**src/rtl/zbus_host.sv**
```systemverilog
// ZX-bus initiator: runs one Z80-timed memory or I/O bus cycle per accepted request.
// Outputs are registered; strobes and data enable are derived from the state being entered.
module zbus_host #(
  parameter int TDIV    = 4,
  parameter int MAXWAIT = 15
) (
  input  logic        clk,
  input  logic        rst,
  input  logic        req,
  input  logic        req_io,
  input  logic        req_wr,
  input  logic [15:0] req_addr,
  input  logic [7:0]  req_wdata,
  output logic        busy,
  output logic        done,
  output logic [7:0]  rdata,
  output logic        claimed,
  output logic        timeout,
  output logic [15:0] za,
  output logic [7:0]  zd_out,
  output logic        zd_oe,
  input  logic [7:0]  zd_in,
  output logic        zmreq_n,
  output logic        ziorq_n,
  output logic        zrd_n,
  output logic        zwr_n,
  input  logic        zwait_n,
  input  logic        ziorqge
);
  localparam int TCW = $clog2(TDIV);
  localparam int WCW = $clog2(MAXWAIT + 1);

  typedef enum logic [2:0] {S_IDLE, S_T1, S_T2, S_TWA, S_TW, S_T3, S_END} state_t;

  state_t         state, state_nxt;
  logic [TCW-1:0] tcnt, tcnt_nxt;
  logic [WCW-1:0] wcnt, wcnt_nxt;
  logic           io_q, wr_q, io_nxt, wr_nxt;
  logic           claim_acc;
  logic           end_to;
  logic           last;
  logic           strobe_on, act;

  assign last = (tcnt == TCW'(TDIV - 1));

  always_comb begin
    state_nxt = state;
    tcnt_nxt  = last ? '0 : tcnt + 1'b1;
    wcnt_nxt  = wcnt;
    io_nxt    = io_q;
    wr_nxt    = wr_q;
    end_to    = 1'b0;
    case (state)
      S_IDLE: begin
        tcnt_nxt = '0;
        if (req) begin
          state_nxt = S_T1;
          io_nxt    = req_io;
          wr_nxt    = req_wr;
        end
      end
      S_T1: if (last) state_nxt = S_T2;
      S_T2: if (last) begin
        if (io_q)         state_nxt = S_TWA;
        else if (zwait_n) state_nxt = S_T3;
        else begin
          state_nxt = S_TW;
          wcnt_nxt  = WCW'(1);
        end
      end
      S_TWA: if (last) begin
        if (zwait_n) state_nxt = S_T3;
        else begin
          state_nxt = S_TW;
          wcnt_nxt  = WCW'(1);
        end
      end
      // Give up once MAXWAIT wait states have all seen zwait_n low.
      S_TW: if (last) begin
        if (zwait_n) state_nxt = S_T3;
        else if (wcnt == WCW'(MAXWAIT)) begin
          state_nxt = S_END;
          end_to    = 1'b1;
        end else wcnt_nxt = wcnt + 1'b1;
      end
      S_T3: if (last) state_nxt = S_END;
      S_END: begin
        state_nxt = S_IDLE;
        tcnt_nxt  = '0;
      end
      default: state_nxt = S_IDLE;
    endcase
    strobe_on = (state_nxt == S_T2) || (state_nxt == S_TWA) ||
                (state_nxt == S_TW) || (state_nxt == S_T3);
    act       = strobe_on || (state_nxt == S_T1);
  end

  always_ff @(posedge clk) begin
    if (rst) begin
      state     <= S_IDLE;
      tcnt      <= '0;
      wcnt      <= '0;
      io_q      <= 1'b0;
      wr_q      <= 1'b0;
      claim_acc <= 1'b0;
      busy      <= 1'b0;
      done      <= 1'b0;
      rdata     <= 8'hFF;
      claimed   <= 1'b0;
      timeout   <= 1'b0;
      za        <= '0;
      zd_out    <= '0;
      zd_oe     <= 1'b0;
      zmreq_n   <= 1'b1;
      ziorq_n   <= 1'b1;
      zrd_n     <= 1'b1;
      zwr_n     <= 1'b1;
    end else begin
      state   <= state_nxt;
      tcnt    <= tcnt_nxt;
      wcnt    <= wcnt_nxt;
      io_q    <= io_nxt;
      wr_q    <= wr_nxt;
      busy    <= (state_nxt != S_IDLE);
      done    <= (state_nxt == S_END);
      zmreq_n <= !(strobe_on && !io_nxt);
      ziorq_n <= !(strobe_on && io_nxt);
      zrd_n   <= !(strobe_on && !wr_nxt);
      zwr_n   <= !(strobe_on && wr_nxt);
      zd_oe   <= act && wr_nxt;
      if (state == S_IDLE && req) begin
        za        <= req_addr;
        claim_acc <= 1'b0;
        if (req_wr) zd_out <= req_wdata;
      end else if (state == S_T2 || state == S_TWA || state == S_TW || state == S_T3) begin
        claim_acc <= claim_acc | ziorqge;
      end
      // Result fields change together with the done pulse and hold until the next one.
      if (state_nxt == S_END) begin
        timeout <= end_to;
        claimed <= io_q && (claim_acc || ziorqge);
        if (end_to)     rdata <= 8'hFF;
        else if (!wr_q) rdata <= zd_in;
      end
    end
  end
endmodule

```
**config.mk**
```make
export PLATFORM = sky130hd
export DESIGN_NAME = zbus_host
export DESIGN_NICKNAME = d
export VERILOG_FILES = /design/src/rtl/zbus_host.sv
export SDC_FILE = /design/constraint.sdc
export NUM_CORES = 1
export LEC_CHECK = 0
export CAP_MARGIN = 20
export CORE_MARGIN = 2
export CORE_UTILIZATION = 39
export CTS_BUF_LIST = sky130_fd_sc_hd__clkbuf_16
export DETAILED_ROUTE_END_ITERATION = 12
export PLACE_DENSITY = 0.76
export SETUP_SLACK_MARGIN = 0.5
export SLEW_MARGIN = 15
export SYNTH_ARGS = -nofsm -noshare
export SYNTH_HDL_FRONTEND = slang
export SYNTH_SLANG_ARGS = --single-unit
```
**constraint.sdc**
```tcl
create_clock -name clk -period 1.51 [get_ports clk]
set_input_delay 0.2265 -clock clk [delete_from_list [all_inputs] [get_ports clk]]
set_output_delay 0.2265 -clock clk [all_outputs]
set_load 0.01 [all_outputs]
```
After elaboration in Yosys (flattened, before gate mapping)
Index checks and enable logic that the tools add are counted.

Register bits after elaboration: 53. Input port bits: 39. Logic and storage cells: 100.

Add/subtract/negate cells: 2. Eq/ne operators: 21. Multiplexer cells: 29. Bitwise gates (word level): 1. Reduce and logical (&&, ||, !) cells: 29.

Operators by type and width (number): 4-bit two-way mux (7); 3-bit two-way mux (9); 3-bit == test (second input constant) (6); 3-bit case mux with 6 select lines (1); 8-bit two-way mux (2); 3-bit by 2-bit == test with 1-bit output (second input constant) (4); 2-bit inequality test (second input constant) (6); 4-bit case mux with 3 select lines (1); 1-bit two-way mux (9); 1-bit logical OR (8); 1-bit logical AND (7); 7-bit AND reduction (1); 3-bit by 1-bit == test with 1-bit output (second input constant) (2); 1-bit zero test (6); 3-bit nonzero test (2); 4-bit by 1-bit adder with 4-bit output (second input constant) (1); 4-bit == test (second input constant) (1); 2-bit AND reduction (2); 4-bit OR reduction (1); 3-bit zero test (1); 2-bit by 1-bit adder with 2-bit output (second input constant) (1); 2-bit == test (second input constant) (1); 2-bit by 1-bit inequality test with 1-bit output (second input constant) (1); 2-bit OR reduction (1); 1-bit bitwise OR (1).

Longest topological paths before layout
Depth after elaboration: 11. Depth in mapped cells: 6.

Least setup slack after synthesis
No wires, ideal clock.

Kind: register to register. From: register tcnt[0]. To: register wcnt[3]. Setup time: 0.074 ns. Arrival: 1.452 ns. Path slack: -0.016 ns. Stages on the path, launching flop included: 7. Path buffers: 1. Clock period less this slack: 1.526 ns. Cells stage by stage: dfxtp_1 ha_1 clkbuf_4 inv_1 or3b_1 or4b_1 a31oi_1.

Longest elaborated chain between the ends: 3.

Ends and longest elaborated chain: start, declared (line 36) `logic [TCW-1:0] tcnt, tcnt_nxt;`; start signal, assigned (line 120) `tcnt <= tcnt_nxt;`; 2-bit == test * (line 44) `assign last = (tcnt == TCW'(TDIV - 1));`; 2-bit inequality test (no line); 7-bit AND reduction (no line) *; end signal, assigned (line 121) `wcnt <= wcnt_nxt;`; end, declared (line 37) `logic [WCW-1:0] wcnt, wcnt_nxt;`.

Every way passes the cells marked *; elsewhere a longest branch is shown, timed or not. A chain may end at the register's enable or synchronous reset.

Worst setup path in the final report
From: register state[0]. To: register wcnt[3].

Longest elaborated chain between the ends: 3.

Ends and longest elaborated chain: start, declared (line 35) `state_t state, state_nxt;`; start signal, assigned (line 119) `state <= state_nxt;`; 3-bit == test or 3-bit by 2-bit == test with 1-bit output (tied branches) (line 53) `case (state)`; 2-bit inequality test (no line) or 3-bit nonzero test (tied branches); 7-bit AND reduction (no line).

Parallel ways exist; a longest one is shown, timed or not.

==> results.py <==
metrics = {
    "run_status": {
        "status": "finished, violations left",
        "violations": "setup timing",
    },
    "global_routing": {
        "busiest_layer": "met2",
        "grtUsageTotal": 0.221,
        "grt_overflow_total": 0,
        "use_met3": 0.0652,
        "grt_util_met2": 0.388,
        "grt_pass1_wl_microns": 10200,
        "met1_usage": 0.251,
        "antenna_found_initial": 0,
        "grt_pass1_vias": 2079,
        "grt_max_degree": 16,
    },
    "cts": {
        "clk_pin_slew_ns": 0.06,
        "clk_path_buf_depth": 2,
        "numCtsBuffers": 5,
        "cts_root_buf": "clkbuf_16",
        "htree_levels": 2,
        "clk_latency_ns": 0.29,
        "cts_sinks": 53,
        "postCtsHoldBufs": 0,
        "cts_tree": "built",
    },
    "layout": {
        "area_delta_synth_final_pct": 75.5,
        "final.fill_count": 344,
        "post_route_cells_drive_above_1_share": 0.528,
        "nets": 382,
        "regArea_sq_mm": 0.00110,
        "antenna_cells": 0,
        "multiInputGateArea_sq_mm": 0.00120,
    },
    "sta": {
        "hold_violations": 0,
        "rsz0062_at_grt": "true",
        "period_minus_slack_ns": 1.63,
        "tns_ns": -0.120,
        "timing.final.ws_setup_ns": -0.120,
        "tightestPinTransition_ns": 0.348,
        "fmax_mhz": 613,
        "min_period_over_period": 1.08,
        "slew_headroom": 0.767,
        "finalSetupViolCount": 1,
        "fin_worst_skew_ns": 0.00386,
        "drv_slew": 0,
    },
    "die": {
        "core_sq_mm": 0.00507,
        "die_area_sq_mm": 0.00582,
        "die_x_microns": 76.3,
        "num_rows": 26,
        "die_y_microns": 76.3,
        "io_pins": 80,
        "initial_utilization": 0.402,
    },
    "critical_path": {
        "cp-start-kind": "register",
        "crit_required_ns": 1.71,
        "end_kind": "register",
        "cp_max_fo": 6,
        "worstPathArrival_ns": 1.83,
        "crit_type": "reg2reg",
    },
    "synth": {
        "synth_ff_type": "dfxtp_1",
        "synthArstFlopShare": 0,
        "yosysMostFrequentCell": "dfxtp_1",
        "synthTopCellsByCount": "dfxtp_1 (53), nand2_1 (51), a21oi_1 (31)",
        "synth_cells": 231,
        "synth_top_area_cell": "dfxtp_1",
        "synth_edf_count": 0,
        "syn_area_sq_mm": 0.00204,
        "yosysTopAreaCellShare": 0.520,
        "ys_warn_count": 0,
        "synth_cell_types": 43,
        "ys_ff_latch": 53,
        "synth_nets": 272,
        "yosys-top-cells-area": "dfxtp_1 (52%), nand2_1 (9.4%), a21oi_1 (7.6%)",
        "ys_seq_area_frac": 0.520,
        "syn_avg_cell_area_sq_um": 8.83,
    },
    "power_and_ir_drop": {
        "p_total_mw": 3.13,
        "vdd_drop_max_mv": 0.486,
        "netSwitchingPower_mw": 0.780,
        "power.share.sequential": 0.473,
        "pwr-share-comb": 0.175,
        "switching_share": 0.249,
        "intPower_mw": 2.35,
        "p_clk_frac": 0.352,
        "p_leak_nw": 1.44,
        "powerDensity_mw_per_mm2": 875,
    },
    "placement": {
        "numPortBuffers": 79,
        "gp_congestion": 0.806,
        "dpl.hpwl_microns": 3890,
    },
    "route": {
        "routed_wl_microns": 6830,
        "viasPerCell": 5.23,
        "post_drt_wl_per_cell_microns": 16.6,
        "ant_nets": 0,
        "drc_errors": 0,
        "drtIter0Drc": 87,
        "vias": 2148,
        "dr.pass1.iters": 5,
    },
    "worst_hold_path": {
        "hp-class": "reg2reg",
    },
    "run": {
        "maxCapViolCount": 0,
    },
}
power groups by stage:
stage	registers (mW)	logic, mW	clock network (mW)
after floorplan	1.52	0.147	0
after global placement	1.50	0.425	0
after detailed placement	1.51	0.432	0
after CTS	1.48	0.512	1.10
after global routing	1.49	0.580	1.16
final	1.48	0.547	1.10
repair_timing:
action / in CTS / in global routing
setup buffers: 8 / 3
pin swaps: 35 / 5
gates cloned: 2 / 0
endpoints found under the hold margin: 0 / 0
endpoints found under the setup margin: 94 / 70
gates resized for setup: 232 / 46
path summary, 6_finish.rpt:
check	depth (start not counted)	start	to	slack (ns)
max	4	state[0]	wcnt[3]	-0.12
min	1	rdata[4]	rdata[4]	0.45
max reg2reg	4	state[0]	wcnt[3]	-0.12
min reg2reg	1	rdata[4]	rdata[4]	0.45
layout by cell type, fill, tap and decap left out, types with 8 or more instances in the layout:
| cell type | count |
|---|---|
| a21oi_1 | 13 |
| a21oi_2 | 18 |
| buf_2 | 39 |
| buf_4 | 21 |
| buf_6 | 15 |
| clkdlybuf4s50_1 | 37 |
| dfxtp_1 | 25 |
| dfxtp_2 | 26 |
| nand2_1 | 35 |
| nand2_2 | 11 |
| nand3_2 | 9 |
| nor2_1 | 10 |
| o22a_1 | 8 |
flip-flops by register name (all words and copies together), names as in the netlist:
signal,count
zwr_n,1
rdata,8
tcnt,2
ziorq_n,1
wr_q,1
zmreq_n,1
busy,1
za,16
zd_oe,1
io_q,1
claim_acc,1
timeout,1
done,1
zd_out,8
claimed,1
state,3
wcnt,4
zrd_n,1
logic make-up (layout without fill, tap and decap cells):
logic type / count (synthesis) / in the layout / share of synthesized area
buffers and inverters: 19 / 129 / 0.0472
AO/OA/AOI/OAI: 58 / 58 / 0.177
adder cells (fa/ha/maj): 2 / 2 / 0.0123
multiplexers: 2 / 2 / 0.00982
flip-flops: 53 / 53 / 0.520
AND/OR/NAND/NOR: 97 / 97 / 0.233
layer usage:
layer,up-vias,share of wire
met4,0,0.024
met2,82,0.52
met3,17,0.055
met5,-,0
met1,1025,0.40
li1,1024,-
final cells by class:
type,count,share of cell area
well taps,70,0.0245
clock buffers,5,0.0350
inverters,3,0.00385
flip-flops and latches,53,0.308
repair buffers,119,0.289
clock inverters,2,0.00315
multi-input cells,159,0.337
through the flow:
step           cells  hold WS [ns]  utilization  worst slack (ns)  area, sq um
2_1_floorplan    231         0.362            -            0.0488         2120
3_3_place_gp     391         0.412        0.615            -0.171         3120
3_5_place_dp     391         0.429        0.615            -0.190         3120
4_1_cts          408         0.438        0.673            0.0486         3420
5_1_grt          411         0.468        0.705            -0.179         3580
6_report         411         0.448        0.705            -0.120         3580
worst max-delay path: stages, from the launching register on:
cell and delay [ns]:
dfxtp_4 0.38, nor3b_4 0.27, nand4_1 0.18, or4b_1 0.51, a31oi_1 0.20
(Power assumes the default switching activity.)
